**config.mk**
```make
export PLATFORM = sky130hd
export DESIGN_NAME = arb4to1_rr
export DESIGN_NICKNAME = d
export VERILOG_FILES = /design/src/rtl/riptide_pkg.sv /design/src/rtl/mux4to1.sv /design/src/rtl/arb4to1_rr.sv
export SDC_FILE = /design/constraint.sdc
export NUM_CORES = 1
export LEC_CHECK = 0
export ABC_CLOCK_PERIOD_IN_PS = 6600
export BUFFER_PORTS_ARGS = -buffer_cell sky130_fd_sc_hd__buf_4
export CORE_MARGIN = 2
export CORE_UTILIZATION = 30
export DETAILED_ROUTE_END_ITERATION = 8
export PLACE_DENSITY_LB_ADDON = 0.12
export SLEW_MARGIN = 20
export SYNTH_ARGS = -nofsm -noshare
export SYNTH_HDL_FRONTEND = slang
export SYNTH_HIERARCHICAL = 1
export SYNTH_SLANG_ARGS = --single-unit
```
**constraint.sdc**
```tcl
create_clock -name clk -period 6.6 [get_ports clk]
set_input_delay 0.99 -clock clk [delete_from_list [all_inputs] [get_ports clk]]
set_output_delay 0.99 -clock clk [all_outputs]
set_load 0.05 [all_outputs]
```
**src/rtl/riptide_pkg.sv**
```systemverilog
// Shared definitions for the riptide fabric blocks.
//   ARB_NREQ : number of requesters on a round-robin arbiter
//   arb_sel_t: requester index / mux select type
//   rr_pick  : round-robin winner search starting after the last grant
package riptide_pkg;

    localparam int ARB_NREQ = 4;

    typedef logic [1:0] arb_sel_t;

    // First set valid bit scanning last+1, last+2, last+3, last (mod 4).
    // Returns last when nothing is valid; callers qualify with |valid.
    function automatic arb_sel_t rr_pick(input arb_sel_t last,
                                         input logic [ARB_NREQ-1:0] valid);
        arb_sel_t idx;
        arb_sel_t pick;
        logic     found;
        pick  = last;
        found = 1'b0;
        for (int k = 1; k <= ARB_NREQ; k++) begin
            idx = last + arb_sel_t'(k);
            if (!found && valid[idx]) begin
                pick  = idx;
                found = 1'b1;
            end
        end
        return pick;
    endfunction

endpackage

```
**src/rtl/mux4to1.sv**
```systemverilog
// One-bit 4:1 multiplexer.
//   d0..d3 : data inputs
//   s0, s1 : select bits, {s1, s0} picks d0..d3
//   y      : selected output
module mux4to1 (
    input  logic d0,
    input  logic d1,
    input  logic d2,
    input  logic d3,
    input  logic s0,
    input  logic s1,
    output logic y
);

    always_comb begin
        case ({s1, s0})
            2'd0:    y = d0;
            2'd1:    y = d1;
            2'd2:    y = d2;
            default: y = d3;
        endcase
    end

endmodule

```
**src/rtl/arb4to1_rr.sv**
```systemverilog
// Four-input round-robin arbiter with a one-entry registered output stage.
//   clk, reset : clock, synchronous active-high reset
//   in_valid   : per-requester request valid
//   in_data    : per-requester data word
//   in_ready   : one-hot (or zero) accept strobe to the winning requester
//   out_valid  : output register holds a word
//   out_data   : registered winner data
//   out_ready  : downstream accepts the word
//   out_src    : requester index of the word in the output register
//   sel        : combinational mux select, {s1, s0}
module arb4to1_rr
    import riptide_pkg::*;
#(
    parameter int unsigned WIDTH = 32
) (
    input  logic                              clk,
    input  logic                              reset,
    input  logic [ARB_NREQ-1:0]               in_valid,
    input  logic [ARB_NREQ-1:0][WIDTH-1:0]    in_data,
    output logic [ARB_NREQ-1:0]               in_ready,
    output logic                              out_valid,
    output logic [WIDTH-1:0]                  out_data,
    input  logic                              out_ready,
    output logic [1:0]                        out_src,
    output logic [1:0]                        sel
);

    logic                 r_out_valid;
    logic [WIDTH-1:0]     r_out_data;
    arb_sel_t             r_out_src;
    arb_sel_t             r_last;

    logic                 w_load;
    logic                 w_grant;
    arb_sel_t             w_winner;
    logic [WIDTH-1:0]     w_mux;

    // Register can take a new word when empty or when draining this cycle.
    assign w_load   = !r_out_valid || out_ready;
    assign w_winner = rr_pick(r_last, in_valid);
    // Reset blocks grants so no requester sees an accept that gets discarded.
    assign w_grant  = w_load && (|in_valid) && !reset;

    always_comb begin
        in_ready = '0;
        sel      = r_last;
        if (w_grant) begin
            in_ready[w_winner] = 1'b1;
            sel                = w_winner;
        end
    end

    // Per-bit mux bank steering the winner's data into the output register.
    for (genvar i = 0; i < int'(WIDTH); i++) begin : g_mux
        mux4to1 u_mux (
            .d0 (in_data[0][i]),
            .d1 (in_data[1][i]),
            .d2 (in_data[2][i]),
            .d3 (in_data[3][i]),
            .s0 (sel[0]),
            .s1 (sel[1]),
            .y  (w_mux[i])
        );
    end

    // Output register and round-robin pointer; last moves only on accept.
    always_ff @(posedge clk) begin
        if (reset) begin
            r_out_valid <= 1'b0;
            r_out_data  <= '0;
            r_out_src   <= '0;
            r_last      <= arb_sel_t'(3);
        end else if (w_grant) begin
            r_out_valid <= 1'b1;
            r_out_data  <= w_mux;
            r_out_src   <= w_winner;
            r_last      <= w_winner;
        end else if (out_ready) begin
            r_out_valid <= 1'b0;
        end
    end

    assign out_valid = r_out_valid;
    assign out_data  = r_out_data;
    assign out_src   = r_out_src;

endmodule

```
==> run summary <==
Setup violations, final: 0
Hold Path Class: reg2reg
Placer Congestion: 0.793
Worst-margin pin slew: 1.03 ns
Pin count of the biggest net entering global routing: 36
Final TNS setup: 0 ns
Reg area: 741 um^2
Total Routing Usage GR: 17.8%
DRT antenna net count: 0
Multi-input logic area: 0.00144 mm^2
CP Max Fanout: 34
Non-filler cells, final: 487
Drt drc: 0
Die area: 0.00807 mm^2
Total of max-cap violations: 0
Area leader, netlist: dfxtp_1
CTS tree: yes
GRT overflow: 0
Die Ht: 89.8 um
Layout fillers: 668
Max Freq: 230 MHz
Share of cells above drive strength 1: 57.7%
Vias/cell: 4.95
Final Hold Viols: 0
Startpoint class of the critical path: input pin
Final Skew: 0.0113 ns
Worst Path Arrival: 3.36 ns
CORE AREA: 0.00718 mm^2
Syn nets: 350
Post-CTS Hold Buffers: 0
Initial antenna violation count: 0
CTS Sinks: 37
Peak VDD IR: 83.1 uV
Area fraction of the dominant cell type after synthesis: 33.5%
Final HPWL DP: 5.36 mm
Final wirelength: 7.10 mm
Per-cell routed wire length: 14.6 um
Synth Instances: 215
Slew Viols, Final: 0
Commonest non-fill, non-tap cell in the layout: buf_4
Yosys cell types: 23
Die Width: 89.8 um
Status: complete, no violations
Worst path required time: 5.61 ns
Clk_lat worst skew: 0.28 ns
Root buffer cell: clkbuf_8
Sequential area share after synthesis: 33.5%
Syn Std Cell Area: 0.00221 mm^2
Fin nets: 522
PwrDens: 224 mW/mm^2
First-pass GRT wire length: 11.8 mm
Leakage dissipation: 1.81 nW
Final worst slack: 2.25 ns
Total CTS buffers: 5
Initial Util: 30.8%
Setup CP Type: in2out
Number of global-route vias before repair: 2539
Synth warn: 6
I/O pins: 176
Most frequent cells in the layout: buf_4, nand2_1, dfxtp_1, o211ai_1, mux4_2
CTS Buffer Depth: 2
FP Rows: 31
Tcrit/Tclk final: 65.9%
Dpl cells: 479
Area Growth Syn to Fin: 70.0%
Post-cts resize count: 0
Worst setup EP type: primary output
Slew headroom: 30.7%
DRT iter0 DRCs: 45
Main area contributors after synthesis: dfxtp_1, mux4_2, nand2_1
Pre-CTS WS: 2.16 ns
Avg Cell Area, Syn: 10.3 um^2
Unrepaired setup endpoints after global routing: false
H-tree levels: 2
Antenna fix cells: 0
First-pass DRT Iterations: 4
Clk pin slew, worst setup/hold paths: 0.07 ns
Vias: 2412
Post-CTS setup repair buffer count: 0
#FFs+latches synth: 37
IO buf count: 175
Final min period: 4.35 ns
## where the power goes
group	switching [mW]	internal (mW)
registers	0.0163	0.254
clock network	0.0774	0.0944
logic	0.221	0.178
total	0.315	0.527
## cells in the mapped netlist
cell	n
buf_2	1
and3b_1	1
nor3_1	3
o21a_1	1
nor3_2	1
nor2b_1	4
a21oi_1	5
o211ai_1	32
clkbuf_1	13
nor3b_1	2
nand2_1	67
nor2_1	5
and2_1	1
clkinv_1	1
a31oi_1	1
inv_1	1
dfxtp_1	37
mux4_2	32
a22oi_1	1
nand2b_1	2
o21ai_0	2
nor4_4	1
a21boi_1	1
## cells by family after synthesis
logic type	after synthesis	synth area share, %
simple gates	87	17.4
compound gates	43	13.8
flops	37	33.5
mux	32	32.6
buf+inv	16	2.77
## worst max-delay path: stages
cell     delay, ns
buf_4         0.12
nor4_4        0.04
buf_4         0.25
nor3_4        0.71
nor2_1        0.19
a21oi_4       0.71
buf_4         0.33
## final cells by class
| cell class | instances | area share, % |
|---|---|---|
| multi-input combinational | 162 | 38.3 |
| timing repair buffer | 179 | 35.8 |
| clock buffer | 7 | 2.56 |
| inverter | 2 | 0.200 |
| clock inverter | 1 | 0.133 |
| tap | 99 | 3.30 |
| sequential | 37 | 19.7 |
## per-stage QoR
stage / area [um^2] / total power [mW] / utilization [%] / hold slack [ns]
floorplan: 2210 / 0.538 / - / 0.573
global placement: 3660 / 0.676 / 51.0 / 0.477
CTS: 3760 / 0.854 / 52.4 / 0.494
finish: 3760 / 0.841 / 52.4 / 0.489
global route: 3760 / 0.886 / 52.4 / 0.508
detailed placement: 3660 / 0.680 / 51.0 / 0.481
## worst paths after layout
check | from | to | slack [ns] | cells past startpoint
max | in_valid[1] | sel[0] | 2.25 | 7
min | out_data[23] | out_data[23] | 0.49 | 2
max reg2reg | out_valid | out_data[9] | 3.19 | 8
min reg2reg | out_data[23] | out_data[23] | 0.49 | 2
## routing by layer
metal / GRT usage, % / up-vias / wire, um
met3: 5.20 / 13 / 562
met5: 0 / - / 0
li1: - / 1160 / -
met4: 6.79 / 0 / 209
met1: 21.0 / 1136 / 2770
met2: 30.6 / 103 / 3560
## registers in the layout, summed over array words and instances, names as in the netlist
signal / flops
out_valid: 1
out_data: 32
r_last: 2
out_src: 2
Power figures use the tool's default switching activity.
